File: src/rtl/alu_rr_arbiter.sv
// Round-robin arbiter sharing one pipelined ALU between NUM_REQ requesters.
// Optional macro ALU_ARB_PRIO0_EN gives requester 0 strict priority over the rotation.
module alu_rr_arbiter #(
    parameter int NUM_REQ = 4,
    parameter int WIDTH   = 128,
    parameter int OPW     = 4,
    parameter int SHW     = 5,
    parameter int ALU_LAT = 2
) (
    input  logic                     clk,
    input  logic                     rst,
    input  logic                     hold,
    input  logic [NUM_REQ-1:0]       req_valid,
    output logic [NUM_REQ-1:0]       req_ready,
    input  logic [NUM_REQ*OPW-1:0]   req_opcode,
    input  logic [NUM_REQ*WIDTH-1:0] req_a,
    input  logic [NUM_REQ*WIDTH-1:0] req_b,
    input  logic [NUM_REQ*SHW-1:0]   req_shift,
    output logic [OPW-1:0]           alu_opcode,
    output logic [WIDTH-1:0]         alu_in1,
    output logic [WIDTH-1:0]         alu_in2,
    output logic [SHW-1:0]           alu_shift,
    input  logic [WIDTH-1:0]         alu_result,
    input  logic [3:0]               alu_flags,
    output logic [NUM_REQ-1:0]       rsp_valid,
    output logic [WIDTH-1:0]         rsp_result,
    output logic [3:0]               rsp_flags,
    output logic                     busy
);

    localparam int PTR_W = (NUM_REQ > 1) ? $clog2(NUM_REQ) : 1;

    // Handshake: a request transfers in any cycle where req_valid[i] && req_ready[i];
    // req_ready is the combinational one-hot grant and has no dependence on rsp side.
    logic [PTR_W-1:0]   ptr_q, ptr_d;
    logic [NUM_REQ-1:0] grant;
    logic               found;
    logic [NUM_REQ-1:0] tag_q [ALU_LAT];
    logic [NUM_REQ-1:0] tag_d [ALU_LAT];
    logic [NUM_REQ-1:0] rsp_valid_q, rsp_valid_d;
    logic [WIDTH-1:0]   rsp_result_q, rsp_result_d;
    logic [3:0]         rsp_flags_q, rsp_flags_d;

    always_comb begin
        grant = '0;
        found = 1'b0;
        if (!hold) begin
`ifdef ALU_ARB_PRIO0_EN
            if (req_valid[0]) begin
                grant[0] = 1'b1;
                found    = 1'b1;
            end
            for (int i = 0; i < NUM_REQ; i++) begin
                for (int k = 1; k < NUM_REQ; k++) begin
                    if (!found && k == (int'(ptr_q) + i) % NUM_REQ && req_valid[k]) begin
                        grant[k] = 1'b1;
                        found    = 1'b1;
                    end
                end
            end
`else
            for (int i = 0; i < NUM_REQ; i++) begin
                for (int k = 0; k < NUM_REQ; k++) begin
                    if (!found && k == (int'(ptr_q) + i) % NUM_REQ && req_valid[k]) begin
                        grant[k] = 1'b1;
                        found    = 1'b1;
                    end
                end
            end
`endif
        end
    end

    assign req_ready = grant;

    always_comb begin
        ptr_d = ptr_q;
        for (int k = 0; k < NUM_REQ; k++) begin
            if (grant[k]) begin
                ptr_d = PTR_W'((k + 1) % NUM_REQ);
            end
        end
`ifdef ALU_ARB_PRIO0_EN
        // A priority win by requester 0 must not disturb the rotation among the others.
        if (grant[0]) begin
            ptr_d = ptr_q;
        end
`endif
    end

    always_comb begin
        alu_opcode = '0;
        alu_in1    = '0;
        alu_in2    = '0;
        alu_shift  = '0;
        for (int k = 0; k < NUM_REQ; k++) begin
            if (grant[k]) begin
                alu_opcode = req_opcode[k*OPW +: OPW];
                alu_in1    = req_a[k*WIDTH +: WIDTH];
                alu_in2    = req_b[k*WIDTH +: WIDTH];
                alu_shift  = req_shift[k*SHW +: SHW];
            end
        end
    end

    // The tag pipe mirrors the ALU's internal registers so the last stage lines up with alu_result.
    always_comb begin
        tag_d[0] = grant;
        for (int s = 1; s < ALU_LAT; s++) begin
            tag_d[s] = tag_q[s-1];
        end
        rsp_valid_d  = tag_q[ALU_LAT-1];
        rsp_result_d = rsp_result_q;
        rsp_flags_d  = rsp_flags_q;
        if (|tag_q[ALU_LAT-1]) begin
            rsp_result_d = alu_result;
            rsp_flags_d  = alu_flags;
        end
    end

    always_comb begin
        busy = 1'b0;
        for (int s = 0; s < ALU_LAT; s++) begin
            busy = busy | (|tag_q[s]);
        end
    end

    always_ff @(posedge clk) begin
        if (rst) begin
            ptr_q        <= '0;
            rsp_valid_q  <= '0;
            rsp_result_q <= '0;
            rsp_flags_q  <= '0;
            for (int s = 0; s < ALU_LAT; s++) begin
                tag_q[s] <= '0;
            end
        end else begin
            ptr_q        <= ptr_d;
            rsp_valid_q  <= rsp_valid_d;
            rsp_result_q <= rsp_result_d;
            rsp_flags_q  <= rsp_flags_d;
            for (int s = 0; s < ALU_LAT; s++) begin
                tag_q[s] <= tag_d[s];
            end
        end
    end

    assign rsp_valid  = rsp_valid_q;
    assign rsp_result = rsp_result_q;
    assign rsp_flags  = rsp_flags_q;

endmodule

File: config.mk
export PLATFORM = sky130hd
export DESIGN_NAME = alu_rr_arbiter
export DESIGN_NICKNAME = d
export VERILOG_FILES = /design/src/rtl/alu_rr_arbiter.sv
export SDC_FILE = /design/constraint.sdc
export NUM_CORES = 1
export LEC_CHECK = 0
export BUFFER_PORTS_ARGS = -buffer_cell sky130_fd_sc_hd__buf_4
export CAP_MARGIN = 5
export CELL_PAD_IN_SITES_DETAIL_PLACEMENT = 0
export CELL_PAD_IN_SITES_GLOBAL_PLACEMENT = 1
export CORE_AREA = 2 2 621 623
export DETAILED_ROUTE_END_ITERATION = 12
export DIE_AREA = 0 0 623 625
export PLACE_DENSITY_LB_ADDON = 0.1
export SLEW_MARGIN = 0
export SYNTH_ARGS = -nofsm -noshare
export SYNTH_HDL_FRONTEND = slang
export SYNTH_SLANG_ARGS = --single-unit
File: constraint.sdc
create_clock -name clk -period 2.7 [get_ports clk]
set_input_delay 0.27 -clock clk [delete_from_list [all_inputs] [get_ports clk]]
set_output_delay 0.27 -clock clk [all_outputs]
set_load 0.1 [all_outputs]
# After elaboration in Yosys (flattened, before gate mapping)
# Memories as Yosys holds them, arrays and structs flattened.
# Index checks and enable logic that the tools add are counted.
[word_totals] regBits=138 mem_bits_rw=8 in_bits=1199 out_inout_bits=406 word_cells=153 mem_count=1
[op_classes] add_sub_neg=3 n_eq_ne=12 n_mux=70 bitwise=6 n_reduce_logical=57
[memory_table] name="tag_q" depth=2 word_bits=4 rd=2 rd_ports_with_merged_regs=0 write_ports=2 line_no="38" text="logic [NUM_REQ-1:0] tag_q [ALU_LAT];"
[ops] op="$mux 128" n=8
[ops] op="$logic_not 32->1" n=4
[ops] op="$mux 1" n=48
[ops] op="$logic_and 1x1->1" n=31
[ops] op="$mux 4" n=7
[ops] op="$mux 5" n=4
[ops] op="$eq 3x3->1 const A" n=6
[ops] op="$logic_not 1->1" n=15
[ops] op="$eq 2x3->1 const A" n=3
[ops] op="$reduce_or 2->1" n=4
[ops] op="$reduce_or 4->1" n=2
[ops] op="$mux 2" n=3
[ops] op="$add 2x2->2 const B" n=2
[ops] op="$eq 2x2->1 const A" n=2
[ops] op="$and 1x1->1 const A" n=3
[ops] op="$or 1x1->1" n=3
[ops] op="$reduce_bool 3->1" n=1
[ops] op="$add 2x1->2 const B" n=1
[ops] op="$eq 1x2->1 const A" n=1

# Longest topological paths before layout
# Gate-level depths: netlist of run 1.
[logic_depth] ltp_word=83 depth_mapped=9 depth_no_buf=5

# Least setup slack after synthesis of run 1
# No wires, ideal clock.
[synth_path] kind="register -> output" start="register ptr_q[1]" end="output alu_in1[0]" arrival_ns=3.654 required_ns=2.430 path_slack_ns=-1.224 stages_incl_launch_ff=9 n_path_buf=3 cell_sequence="dfxtp_1 buf_2 inv_2 o21ai_1 o311a_1 buf_2 buf_2 a221oi_1 o31ai_1"
[synth_between] elab_chain_cells=80 elab_cells_between_ends=121 classes_between="add/sub: 3; eq/ne: 12; mux: 50; bitwise: 3; reduce/logical: 53"
[synth_rtl] item="from (decl)" line_no="35" text="logic [PTR_W-1:0] ptr_q, ptr_d;"
[synth_rtl] item="from (signal assigned)" line_no="138" text="ptr_q <= ptr_d;"
[synth_rtl] item="$logic_not 32->1" line_no="64" text="if (!found && k == (int'(ptr_q) + i) % NUM_REQ && req_valid[k]) begin"
[synth_rtl] item="$logic_and 1x1->1" line_no="64"
[synth_rtl] item="$mux 1" line_no="64"
[synth_rtl] item="$mux 1" line_no="47" text="if (!hold) begin"
[synth_rtl] item="$logic_not 1->1" line_no="64"
[synth_rtl] item="$logic_and 1x1->1 (2 in series)" line_no="64"
[synth_rtl] item="$mux 1" line_no="64"
[synth_rtl] item="$mux 1" line_no="47"
[synth_rtl] item="(+61 left out)"
[synth_rtl] item="$logic_and 1x1->1 (2 in series)" line_no="64"
[synth_rtl] item="$mux 1" line_no="64"
[synth_rtl] item="$mux 1" line_no="47"
[synth_rtl] item="$logic_not 1->1" line_no="64"
[synth_rtl] item="$logic_and 1x1->1 (2 in series)" line_no="64"
[synth_rtl] item="$mux 1" line_no="64"
[synth_rtl] item="$mux 4 (*)" line_no="47"
[synth_rtl] item="$mux 128 (*)" line_no="97" text="if (grant[k]) begin"
[synth_rtl] item="to (decl)" line_no="20" text="output logic [WIDTH-1:0] alu_in1,"
# Every way passes the cells marked *; elsewhere a longest branch is shown, timed or not. The select of a mux whose other input is x is not followed.

# Worst setup path in the final report of run 1
[layout_path] start="register ptr_q[1]" end="output alu_in2[118]"
[layout_between] elab_chain_cells=80 elab_cells_between_ends=121 classes_between="add/sub: 3; eq/ne: 12; mux: 50; bitwise: 3; reduce/logical: 53"
[layout_rtl] item="$logic_not 32->1" line_no="64"
[layout_rtl] item="$logic_and 1x1->1" line_no="64"
[layout_rtl] item="$mux 1" line_no="64"
[layout_rtl] item="$mux 1" line_no="47"
[layout_rtl] item="$logic_not 1->1" line_no="64"
[layout_rtl] item="$logic_and 1x1->1 (2 in series)" line_no="64"
[layout_rtl] item="$mux 1" line_no="64"
[layout_rtl] item="$mux 1" line_no="47"
[layout_rtl] item="(+61 left out)"
[layout_rtl] item="$logic_and 1x1->1 (2 in series)" line_no="64"
[layout_rtl] item="$mux 1" line_no="64"
[layout_rtl] item="$mux 1" line_no="47"
[layout_rtl] item="$logic_not 1->1" line_no="64"
[layout_rtl] item="$logic_and 1x1->1 (2 in series)" line_no="64"
[layout_rtl] item="$mux 1" line_no="64"
[layout_rtl] item="$mux 4 (*)" line_no="47"
[layout_rtl] item="$mux 128 (*)" line_no="97"
[layout_rtl] item="to (decl)" line_no="21" text="output logic [WIDTH-1:0] alu_in2,"
# Marks and branches as above.

==> results of run 1 <==
## timing repair
action | CTS | global route
pin swaps | 109 | 69
resized for setup | 963 | 271
cloned | 29 | 9
endpoints found under the hold margin | 113 | 0
hold buffers | 113 | 0
buffers inserted | 59 | 41
endpoints found under the setup margin | 266 | 266
## cell type report
type,count,share of cell area [%]
Sequential cell,146,6.304
Clock inverter,3,0.09421
Multi-Input combinational cell,1500,31.53
Inverter,2,0.02153
Antenna cell,53,0.2853
Clock buffer,30,1.494
Timing Repair Buffer,2075,46.66
Tap cell,5060,13.62
## synthesized netlist by cell type, types with 2 or more instances
| cell | n |
|---|---|
| a21oi_1 | 136 |
| a221oi_1 | 265 |
| buf_2 | 110 |
| buf_4 | 5 |
| clkbuf_1 | 113 |
| dfxtp_1 | 146 |
| nand2_1 | 531 |
| nor2_1 | 273 |
| nor2b_1 | 10 |
| nor3_1 | 3 |
| o21ai_0 | 2 |
| o221a_2 | 2 |
| o311a_1 | 2 |
| o31ai_1 | 265 |
## stage by stage
stage                     hold WS, ns  cells  total power [W]  setup slack [ns]  util, %
after floorplan                0.4105   1876         0.009573           -0.3604        -
after global placement         0.4400   8556          0.01483           -0.3802    9.548
after detailed placement       0.4462   8556          0.01481           -0.3267    9.548
after CTS                    0.002608   8783          0.02066           -0.5498    11.55
after global routing          0.02532   8822          0.02170           -0.5546    12.08
final                         0.04120   8869          0.02081           -0.4373    12.12
## cells by family after synthesis
group                  count (synthesis)
AND/OR/NAND/NOR                      822
AO/OA/AOI/OAI                        678
buffers and inverters                230
flip-flops                           146
## power by group through the flow
stage,combinational [W],clock [W],sequential [W]
2_1_floorplan,0.00653,0,0.00305
3_3_place_gp,0.0125,0,0.00237
3_5_place_dp,0.0124,0,0.00237
4_1_cts,0.0150,0.00337,0.00232
5_1_grt,0.0160,0.00339,0.00234
6_report,0.0153,0.00315,0.00232
## how the worst max path moves through the flow
stage | startpoint | slack, ns | endpoint | depth (start not counted)
2_1_floorplan | ptr_q[1] | -0.36 | alu_in1[0] | 8
3_3_place_gp | ptr_q[1] | -0.38 | alu_in1[107] | 8
3_5_place_dp | ptr_q[1] | -0.33 | alu_in1[107] | 8
4_1_cts | ptr_q[0] | -0.55 | alu_in2[114] | 11
5_1_grt | ptr_q[1] | -0.55 | alu_in2[118] | 10
6_report | ptr_q[1] | -0.44 | alu_in2[118] | 10
## sequential cells by signal, indices dropped and copies added, names as in the netlist
name,flops
ptr_q,2
rsp_flags,4
rsp_result,128
rsp_valid,4
tag_q,8
## layer usage
metal  GRT usage (%)  part of all wire (%)
met1           14.00                    38
met2           23.85                    51
met3           5.759                   9.4
met4          0.9780                   1.2
met5               0                  0.23
## worst min-delay path, cell delays in order
cell and delay [ns]:
buf_4 0.13, nand2_1 0.05, a21oi_1 0.05
==> impl_metrics.json, run 1 <==
{
  "grt_setup_unrepaired": "true",
  "crit_required_ns": 2.43,
  "power_density_nw_per_um2": 447.6,
  "synth_nets": 3075,
  "reg2reg_to": "ptr_q[1]",
  "outcome": "complete, but fails checks",
  "ant_nets": 0,
  "slew_headroom_pct": 53.21,
  "ys_ff_latch": 146,
  "synth_simple_gate_area_share_pct": 25.72,
  "crit_type": "reg2out",
  "syn2layout_area_growth_pct": 281.6,
  "ff2ff_path_depth": 10,
  "synthMuxAreaShare_pct": 0,
  "clk_pin_slew_ns": 0.06,
  "hold_depth": 3,
  "rrSetupSlack_ns": 0.61,
  "end_kind": "primary output",
  "placed_area_um2": 36630,
  "synth_xor_area_share_pct": 0,
  "first_global_vias": 25830,
  "setup_tns_ns": -76.66,
  "cts_tree": "built",
  "die_area_um2": 389400,
  "layout_common_cells": "buf_4 (1465), nand2_1 (525), buf_12 (329), o31ai_4 (264), nor2_1 (206)",
  "synthesis.instances": 1876,
  "overflow": 0,
  "clock_latency_ns": 0.54,
  "cts-root-buf": "clkbuf_16",
  "mostFrequentLayoutCell": "buf_4",
  "clock_power_share_pct": 15.1,
  "io_pins": 1605,
  "grt_antenna_before_repair": 150,
  "synth_top_area_cell": "dfxtp_1",
  "ys_warn_count": 0,
  "nets": 4949,
  "synth_top_family_by_area": "compound AO/OA/AOI/OAI gates",
  "fp.dieW_um": 623,
  "via_per_inst": 2.684,
  "cp_num_buf_inv": 6,
  "dr.first_iter.drc_count": 1031,
  "gp_congestion": 0.8241,
  "swShare_pct": 51.05,
  "h-tree-depth": 4,
  "grt_max_degree": 46,
  "design_area_um2": 46490,
  "arrival_ns": 2.87,
  "synth_area_leaders": "dfxtp_1 (24%), a221oi_1 (19%), nand2_1 (16%)",
  "max_stage_delay_ns": 0.43,
  "p_int_w": 0.01019,
  "drv_slew": 0,
  "hpwl_mm": 226.4,
  "grt_usage_pct": 12.93,
  "cp_common_cell": "buf_12",
  "start_kind": "register",
  "p_leak_nw": 17.19,
  "setup-violations-final": 266,
  "synth.avg_cell_area_um2": 6.494,
  "synth_compound_area_share_pct": 41.92,
  "fill_cells": 44060,
  "post-route-drc-count": 0,
  "clock_path_buffers": 3,
  "final.period_utilization_pct": 116.2,
  "drive_above_1_share_pct": 68.96,
  "async_flop_share_pct": 0,
  "holdPathEnd": "rsp_result[77]",
  "power.share.sequential_pct": 11.2,
  "route.vias.total": 23800,
  "portBuffers": 1604,
  "wire_per_inst_um": 29.64,
  "worst_slack_ns": -0.4373,
  "synthFlopType": "dfxtp_1",
  "synth_top_area_share_pct": 23.99,
  "clock.fmax_ghz": 0.3187,
  "multiInputGateArea_um2": 14660,
  "p_comb_share_pct": 73.7,
  "netSwitchingPower_w": 0.01062,
  "hp-start": "alu_result[77]",
  "initial_core_util_pct": 3.175,
  "synth-seq-area-share_pct": 23.99,
  "synthAdderAreaFrac_pct": 0,
  "totalWireLength_mm": 262.9,
  "violations": "negative setup slack",
  "netlist_area_um2": 12180,
  "hold_viol": 0,
  "max-vdd-ir-drop_v": 0.0002866,
  "register_area_um2": 2930,
  "fin_crit_ns": 3.137,
  "synth_edf_count": 0,
  "holdCritPathClass": "in2reg",
  "cpMaxStageDelayCell": "o311a_4",
  "grt_pass1_wl_mm": 323.6,
  "coreArea_um2": 383700,
  "finClkSkew_ns": 0.03930,
  "path_cells": "inv_2 > a21oi_2 > o311a_4 > buf_12 > buf_12 > buf_12 > a221oi_4 > o31ai_4 > buf_4 > buf_12",
  "r2r_start": "ptr_q[0]",
  "ys_types": 27,
  "fp-row-count": 228,
  "critPathTopFamily": "buffers and inverters",
  "worstMarginPinSlew_ns": 0.6966,
  "critical_path_peak_fanout": 15,
  "clkSinkCount": 146,
  "drv_cap": 0,
  "firstDrtPassIters": 5,
  "die_h_um": 625,
  "numCtsBuffers": 25
}
(Power assumes the default switching activity.)
==> inputs of run 2 (changes only) <==
==> constraint.sdc (replaced) <==
create_clock -name clk -period 3.69 [get_ports clk]
set_input_delay 0.369 -clock clk [delete_from_list [all_inputs] [get_ports clk]]
set_output_delay 0.369 -clock clk [all_outputs]
set_load 0.1 [all_outputs]
==> impl_metrics.json, run 2 (same netlist as run 1, synthesis figures left out) <==
{
  "power_density_nw_per_um2": 355.3,
  "setup_tns_ns": 0,
  "grt_setup_unrepaired": "false",
  "mostFrequentLayoutCell": "buf_4",
  "critical_path_peak_fanout": 18,
  "startpoint": "ptr_q[0]",
  "arrival_ns": 3.18,
  "fill_cells": 45070,
  "h-tree-depth": 4,
  "placed_area_um2": 32310,
  "via_per_inst": 2.674,
  "hold_viol": 0,
  "slew_headroom_pct": 27.48,
  "finClkSkew_ns": 0.02541,
  "p_int_w": 0.005241,
  "hold_ws_ns": 0.06975,
  "worstMarginPinSlew_ns": 1.088,
  "route.vias.total": 22720,
  "totalWireLength_mm": 265.4,
  "cp_num_buf_inv": 4,
  "fp.dieW_um": 623,
  "end_kind": "primary output",
  "cts_tree": "built",
  "path_cells": "inv_1 > a21oi_1 > o311a_4 > buf_12 > buf_4 > a221oi_1 > o31ai_2 > buf_4",
  "cts-root-buf": "clkbuf_16",
  "grt_usage_pct": 13.00,
  "netSwitchingPower_w": 0.006600,
  "final.period_utilization_pct": 96.07,
  "start_kind": "register",
  "io_pins": 1605,
  "nets": 4588,
  "clock.fmax_ghz": 0.2821,
  "first_global_vias": 23970,
  "cts_hold_buf": 0,
  "die_area_um2": 389400,
  "drive_above_1_share_pct": 59.77,
  "swShare_pct": 55.74,
  "grt_max_degree": 100,
  "numCtsBuffers": 25,
  "clk_pin_slew_ns": 0.09,
  "clock_power_share_pct": 18.8,
  "dr.first_iter.drc_count": 1200,
  "layout_common_cells": "buf_4 (1652), nand2_1 (531), nor2_1 (273), o31ai_2 (264), a221oi_1 (260)",
  "p_comb_share_pct": 66.8,
  "outcome": "completed",
  "firstDrtPassIters": 6,
  "grt_pass1_wl_mm": 320.9,
  "coreArea_um2": 383700,
  "ant_nets": 0,
  "r2r_start": "tag_q[0][5]",
  "largest_register_ff_count": 128,
  "design_area_um2": 33320,
  "portBuffers": 1604,
  "initial_core_util_pct": 3.175,
  "p_leak_nw": 12.92,
  "setup-violations-final": 0,
  "wire_per_inst_um": 31.24,
  "grt_antenna_before_repair": 200,
  "gp_congestion": 0.8616,
  "cpMaxStageDelayCell": "a221oi_1",
  "holdCritPathClass": "in2reg",
  "post-route-drc-count": 0,
  "syn2layout_area_growth_pct": 173.5,
  "overflow": 0,
  "crit_type": "reg2out",
  "fin_crit_ns": 3.545,
  "power.share.sequential_pct": 14.4,
  "max-vdd-ir-drop_v": 0.0002509,
  "clock_path_buffers": 3,
  "hpwl_mm": 233.7,
  "hp-start": "alu_result[24]",
  "fp-row-count": 228,
  "crit_required_ns": 3.32,
  "die_h_um": 625,
  "max_stage_delay_ns": 0.75,
  "drv_slew": 0,
  "cp_common_cell": "buf_4",
  "clkSinkCount": 146,
  "drv_cap": 0,
  "critPathTopFamily": "compound AO/OA/AOI/OAI gates",
  "clock_latency_ns": 0.55
}
## run 2: cell count changes in the layout (fill, tap and decap cells not counted), moves of 47 or more
cell / change
nor2_2: -47
buf_4: +187
buf_12: -282
o31ai_2: +263
a221oi_1: +237
a221oi_2: -156
nor2_1: +67
a221oi_4: -81
o31ai_4: -263
buf_6: -68
dlygate4sd3_1: -113
## run 2: area by class of cell
cell class	count	area, um2	share of cell area (%)
Antenna cell	45	112.6	0.3379
Clock inverter	3	40.04	0.1201
Inverter	2	7.507	0.02253
Timing Repair Buffer	1714	13580	40.74
Multi-Input combinational cell	1500	9663	29.00
Sequential cell	146	2925	8.778
Tap cell	5060	6331	19.00
Clock buffer	28	666.9	2.001
## run 2: what timing repair did
item | 4_1_cts | 5_1_grt
setup buffers | 5 | 0
setup endpoints to repair | 57 | 48
pin swaps | 5 | 2
endpoints found under the hold margin | 0 | 0
cloned | 0 | 1
gates resized for setup | 14 | 11
## run 2: path summary, 6_finish.rpt
kind                          to  slack [ns]  cells past startpoint
setup / recovery    alu_in1[108]        0.15                      8
hold / removal    rsp_result[24]        0.07                      3
setup reg to reg  rsp_result[66]        1.60                      4
hold reg to reg   rsp_result[41]        0.45                      2
## run 2: worst reg2reg max path, delay by kind of cell (launching register included)
kind	cells	cell delay, ns
AND/OR/NAND/NOR	2	1.00
AO/OA/AOI/OAI	1	0.07
buffers and inverters	1	0.50
flip-flops	1	0.35
## run 2: per-layer routing
layer,up-vias,track usage [%],share of wire [%]
li1,10020,-,-
met1,11170,14.70,39
met2,1129,22.94,50
met3,298,5.898,10
met4,116,1.363,1.0
met5,-,0,0.29
## run 2: stage by stage
step	setup WS (ns)	power, W	utilization [%]	std cells
global route	0.04573	0.01240	8.660	8459
CTS	-0.05239	0.01221	8.637	8452
floorplan	0.5306	0.006458	-	1876
detailed placement	-0.03817	0.009774	8.420	8417
finish	0.1450	0.01184	8.685	8498
global placement	-0.07014	0.009787	8.420	8417
## run 2: power groups by stage
| stage | clock [W] | sequential, W | combinational (W) |
|---|---|---|---|
| CTS | 0.00242 | 0.00171 | 0.00808 |
| finish | 0.00223 | 0.00170 | 0.00791 |
| global placement | 0 | 0.00174 | 0.00805 |
| global route | 0.00243 | 0.00171 | 0.00826 |
| floorplan | 0 | 0.00223 | 0.00423 |
| detailed placement | 0 | 0.00174 | 0.00803 |
